`src/rtl/inst_sequencer.sv`:
```
// Instruction issue stage: host-loaded program buffer replayed as an inst_v/inst
// stream for a programmable number of passes, followed by a fixed pipeline drain.
module inst_sequencer #(
    parameter int unsigned INST_WIDTH   = 64,
    parameter int unsigned DEPTH        = 16,
    parameter int unsigned ADDR_W       = 4,
    parameter int unsigned DRAIN_CYCLES = 5
) (
    input  logic                  clk,
    input  logic                  rst_n,
    input  logic                  load_v,
    input  logic [ADDR_W-1:0]     load_addr,
    input  logic [INST_WIDTH-1:0] load_inst,
    input  logic                  start,
    input  logic [ADDR_W:0]       num_inst,
    input  logic [7:0]            num_loops,
    input  logic                  stall,
    input  logic                  abort,
    output logic                  busy,
    output logic                  done,
    output logic                  inst_v,
    output logic [INST_WIDTH-1:0] inst
);

    localparam int unsigned NUM_W = ADDR_W + 1;
    localparam int unsigned CNT_W = $clog2(DRAIN_CYCLES + 1);

    typedef enum logic [1:0] {IDLE, ISSUE, DRAIN} state_t;

    state_t                state, state_n;
    logic [ADDR_W-1:0]     pc, pc_n;
    logic [ADDR_W-1:0]     last, last_n;
    logic [7:0]            loop_idx, loop_idx_n;
    logic [7:0]            loops, loops_n;
    logic [CNT_W-1:0]      drain_cnt, drain_cnt_n;
    logic                  busy_n, done_n, inst_v_n;
    logic [INST_WIDTH-1:0] inst_n;
    logic [NUM_W-1:0]      num_clamped;

    logic [INST_WIDTH-1:0] mem [DEPTH];

    // Program buffer: host writes only while idle; contents survive reset.
    always_ff @(posedge clk) begin
        if (load_v && state == IDLE) begin
            mem[load_addr] <= load_inst;
        end
    end

    always_ff @(posedge clk) begin
        if (!rst_n) begin
            state     <= IDLE;
            pc        <= '0;
            last      <= '0;
            loop_idx  <= '0;
            loops     <= '0;
            drain_cnt <= '0;
            busy      <= 1'b0;
            done      <= 1'b0;
            inst_v    <= 1'b0;
            inst      <= '0;
        end else begin
            state     <= state_n;
            pc        <= pc_n;
            last      <= last_n;
            loop_idx  <= loop_idx_n;
            loops     <= loops_n;
            drain_cnt <= drain_cnt_n;
            busy      <= busy_n;
            done      <= done_n;
            inst_v    <= inst_v_n;
            inst      <= inst_n;
        end
    end

    assign num_clamped = (num_inst > NUM_W'(DEPTH)) ? NUM_W'(DEPTH) : num_inst;

    // Next-state and next-output logic; abort wins over start and stall.
    always_comb begin
        state_n     = state;
        pc_n        = pc;
        last_n      = last;
        loop_idx_n  = loop_idx;
        loops_n     = loops;
        drain_cnt_n = drain_cnt;
        inst_n      = inst;
        inst_v_n    = 1'b0;
        done_n      = 1'b0;

        case (state)
            IDLE: begin
                if (start && !abort) begin
                    if (num_inst != '0) begin
                        last_n     = ADDR_W'(num_clamped - NUM_W'(1));
                        loops_n    = num_loops;
                        pc_n       = '0;
                        loop_idx_n = '0;
                        state_n    = ISSUE;
                    end else begin
                        done_n = 1'b1;
                    end
                end
            end
            ISSUE: begin
                if (abort) begin
                    state_n = IDLE;
                end else if (!stall) begin
                    inst_n   = mem[pc];
                    inst_v_n = 1'b1;
                    if (pc != last) begin
                        pc_n = pc + ADDR_W'(1);
                    end else if (loop_idx != loops) begin
                        // Wrap straight into the next pass without a bubble.
                        pc_n       = '0;
                        loop_idx_n = loop_idx + 8'd1;
                    end else begin
                        state_n     = DRAIN;
                        drain_cnt_n = '0;
                    end
                end
            end
            DRAIN: begin
                if (abort) begin
                    state_n = IDLE;
                end else if (drain_cnt == CNT_W'(DRAIN_CYCLES - 1)) begin
                    state_n = IDLE;
                    done_n  = 1'b1;
                end else begin
                    drain_cnt_n = drain_cnt + CNT_W'(1);
                end
            end
            default: begin
                state_n = IDLE;
            end
        endcase

        busy_n = (state_n != IDLE);
    end

endmodule

```
`config.mk`:
```
export PLATFORM = sky130hd
export DESIGN_NAME = inst_sequencer
export DESIGN_NICKNAME = d
export VERILOG_FILES = /design/src/rtl/inst_sequencer.sv
export SDC_FILE = /design/constraint.sdc
export NUM_CORES = 1
export LEC_CHECK = 0
export BUFFER_PORTS_ARGS = -buffer_cell sky130_fd_sc_hd__buf_4
export CELL_PAD_IN_SITES_DETAIL_PLACEMENT = 1
export CELL_PAD_IN_SITES_GLOBAL_PLACEMENT = 1
export CORE_ASPECT_RATIO = 1.4
export CORE_MARGIN = 10
export CORE_UTILIZATION = 53
export CTS_CLUSTER_DIAMETER = 100
export DETAILED_ROUTE_END_ITERATION = 8
export PLACE_DENSITY = 0.88
export SLEW_MARGIN = 20
export SYNTH_ARGS = -nofsm -noshare
export SYNTH_HDL_FRONTEND = slang
export SYNTH_SLANG_ARGS = --single-unit
```
`constraint.sdc`:
```
create_clock -name clk -period 7 [get_ports clk]
set_clock_uncertainty 0.2 [all_clocks]
set_input_delay 0.35 -clock clk [delete_from_list [all_inputs] [get_ports clk]]
set_output_delay 0.35 -clock clk [all_outputs]
set_load 0.02 [all_outputs]
```
==> metrics list <==
* Outcome: completed
* Critical path arrival: 3.79 ns
- The clock reaches the later pin of the worst-skew pair after 0.69 ns.
- Along the worst path, the maximum fanout reaches 71.
* Routed wire length: 119 mm
- Hold WC Path Type: input pin to register
- Standard-cell row count: 121
- STA classifies the critical path startpoint as a register.
* Clock tree from TritonCTS: yes
* Number of buffers on the longest clock path: 3
- Yosys top cell area share: 0.738
- For this design, the sink count on the clock tree is 1,120.
- The count of pins over their slew limit was 0.
- Clock-pin slew was measured on the worst setup and hold paths at 0.07 ns.
* Total standard cell area after synthesis: 0.0417 mm^2
* Flip-flop and latch count after synthesis: 1,120
- The analysis attributes to cell leakage a power of 15.1 nW.
- The floorplan step set the die height to 352 um.
- Overall overflow remaining after global route: 0
- Number of I/O port buffers: 153
- The worst setup path is captured at a register.
- R2r endpoint: inst[15]$_SDFFE_PN0P_
- The tool flagged a number of max-cap violations equal to 0.
- Placed wire-length estimate: 54.5 mm
- Post-synth EDFFs: 1,024
* Power after layout: 0.0137 W
- The final layout contains 2,293 nets.
* Global-route wire length before repair: 172 mm
- Worst hold slack after final layout: 0.107 ns
* Number of global-route vias before repair: 23,775
- Entering global routing, the biggest net connects 118 pins.
* Category of the most critical setup path: register to register
- In the routed design, unresolved DRC markers number 0.
- Fraction of final layout cells with drive strength greater than 1: 0.279
- The initial antenna violation count was 8.
- The worst hold path begins at load_addr[2].
* Setup repair after global routing missed its margin: false
- Area of the placeable core: 0.0778 mm^2
- Hold EP: mem[2][1]$_DFFE_PP_
- Static timing analysis puts the maximum clock frequency at 284 MHz.
* Root buf cell: sky130_fd_sc_hd__clkbuf_16
- Headroom to the max-slew limit came out at 0.192.
- Worst r2r path cells: 5
* Launch instance of the worst register-to-register path: pc[1]$_SDFFE_PN0P_
* Weighted congestion at the end of routability-driven global placement: 0.765
- The clock tree synthesis step divided the H-tree into 3 levels.
- Per-cell via count in the routed design: 6.67
- Adding up every negative setup slack in the final design gives 0 ns.
- Leading cell types by count after synthesis: sky130_fd_sc_hd__edfxtp_1, sky130_fd_sc_hd__mux4_2, sky130_fd_sc_hd__nand2_1
- Area contributors post-synth: sky130_fd_sc_hd__edfxtp_1, sky130_fd_sc_hd__mux4_2, sky130_fd_sc_hd__dfxtp_1
- Wire length per cell after detailed routing: 35.6 um
- Yosys printed 0 warnings.
* Number of hold violations in the final report: 0
- Placed cell areas: 0.0441 mm^2
- The worst-case IR drop observed on VDD is 0.000211 V.
- Synth Net Count: 2,023
- Worst reg-to-reg setup slack: 3.48 ns
- DRC violation total after the first TritonRoute iteration: 3,449
- Dividing the final minimum period by the clock period gives 0.503.
- Die outline area: 0.0904 mm^2
* P&R area growth vs syn: 16.3%
* Post-synthesis sequential area ratio: 0.784
- Initial core utilization: 0.535
- Library cell occupying the most area in the post-synthesis netlist: sky130_fd_sc_hd__edfxtp_1
- Top_reg_cell synth: sky130_fd_sc_hd__edfxtp_1
- After routing the design area is 0.0485 mm^2.
* Worst slew pin tran: 1.21 ns
- The first detailed-routing pass took 6 iterations.
- The count of nets left with antenna violations once routing finished came out at 0.
- Post-route minimum period: 3.52 ns
* Most frequently used cell type in the post-synthesis netlist: sky130_fd_sc_hd__edfxtp_1
* Proportion of synthesized flip-flops having asynchronous set or reset: 0
- Gates resized during post-CTS repair numbered 0.
- Data required time of the worst path: 7.27 ns
- Total vias in the final route: 22,255
* Critical path startpoint: pc[1]$_SDFFE_PN0P_
- In this run the power density over the cells is 282 mW/mm^2.
- Synthesized area per cell: 21.6 um^2
* Number of distinct standard cells referenced by the synthesized netlist: 39
* Number of standard cells after synthesis: 1,931
- The worst hold path was traced through 3 stages.
- Number of CTS-inserted buffers: 98
* Floorplan die width: 257 um
- Number of primary I/O pins: 154
- In the global route stage, overall resource usage came out at 0.263.
- Setup violations remaining at the end of the flow were counted as 0.
## how the worst max path moves through the flow
stage                                            to  cells past startpoint
after floorplan                 mem[0][0]$_DFFE_PP_                      4
after global placement         inst[2]$_SDFFE_PN0P_                      5
after detailed placement      inst[13]$_SDFFE_PN0P_                      5
after CTS                 drain_cnt[0]$_SDFFE_PN0P_                      6
after global routing      drain_cnt[0]$_SDFFE_PN0P_                      6
final                         inst[15]$_SDFFE_PN0P_                      5
## report_power, final
group	leakage (nW)	total, W	internal, W	switching, W
combinational	3.44	0.000402	0.000140	0.000261
sequential	10.0	0.00741	0.00738	0.0000352
clock	1.65	0.00585	0.00325	0.00260
total	15.1	0.0137	0.0108	0.00289
## repair_timing
item | 4_1_cts | 5_1_grt
setup endpoints to repair | 0 | 0
hold buffers | 85 | 0
buffers inserted | 0 | 0
endpoints found under the hold margin | 1049 | 0
## cell type report
| cell class | count | area, um^2 |
|---|---|---|
| Inverter | 10 | 37.5 |
| Clock inverter | 69 | 793 |
| Tap cell | 1045 | 1310 |
| Multi-Input combinational cell | 693 | 8660 |
| Fill cell | 6431 | 29300 |
| Timing Repair Buffer | 278 | 2370 |
| Antenna cell | 4 | 10.0 |
| Sequential cell | 1120 | 32700 |
| Clock buffer | 116 | 2610 |
## cell families after synthesis
kind of cell | count (synthesis) | synth area share
buffers and inverters | 118 | 0.0117
adder cells (fa/ha/maj) | 5 | 0.00150
multiplexers | 261 | 0.140
AO/OA/AOI/OAI | 240 | 0.0417
AND/OR/NAND/NOR | 174 | 0.0187
flip-flops | 1120 | 0.784
XOR/XNOR | 13 | 0.00273
## registers in the layout, indices dropped and copies added (netlist names)
signal	count
done	1
mem	1024
drain_cnt	3
loops	8
pc	4
busy	1
last	4
inst	64
loop_idx	8
inst_v	1
state	2
## metal layers
layer	wire, um	track usage	up-vias
met4	3630	0.0924	4
met2	60000	0.441	1699
met5	21	0	-
li1	-	-	8672
met3	12300	0.0523	233
met1	42600	0.340	11647
## critical path, cell delays in order, from the launching register on
cell and delay [ns]:
sky130_fd_sc_hd__dfxtp_4 0.86, sky130_fd_sc_hd__buf_4 0.96, sky130_fd_sc_hd__mux4_2 0.42, sky130_fd_sc_hd__a22o_1 0.28
sky130_fd_sc_hd__a221oi_1 0.31, sky130_fd_sc_hd__o21ai_0 0.20
## stage by stage
step	cells	utilization	worst slack, ns
finish	3335	0.623	3.48
CTS	3329	0.622	3.55
global route	3333	0.623	3.38
floorplan	1931	-	0.946
detailed placement	3059	0.567	3.64
global placement	3059	0.567	3.75
## cell usage in the layout, fill, tap and decap left out, types with 11 or more instances in the layout
cell type / Yosys / routed
sky130_fd_sc_hd__bufinv_16: 0 / 15
sky130_fd_sc_hd__dfxtp_1: 96 / 94
sky130_fd_sc_hd__clkbuf_1: 70 / 11
sky130_fd_sc_hd__nor2_4: 0 / 14
sky130_fd_sc_hd__a221oi_1: 64 / 64
sky130_fd_sc_hd__buf_4: 0 / 187
sky130_fd_sc_hd__edfxtp_1: 1024 / 1024
sky130_fd_sc_hd__a21oi_1: 21 / 21
sky130_fd_sc_hd__nor2_1: 27 / 13
sky130_fd_sc_hd__nand2_1: 97 / 96
sky130_fd_sc_hd__clkbuf_16: 0 / 100
sky130_fd_sc_hd__dlygate4sd3_1: 0 / 85
sky130_fd_sc_hd__o21ai_0: 73 / 73
sky130_fd_sc_hd__xnor2_1: 13 / 13
sky130_fd_sc_hd__clkinv_1: 0 / 12
sky130_fd_sc_hd__clkinv_2: 0 / 21
sky130_fd_sc_hd__mux4_2: 256 / 256
sky130_fd_sc_hd__a22o_1: 65 / 65
(Power assumes the default switching activity.)
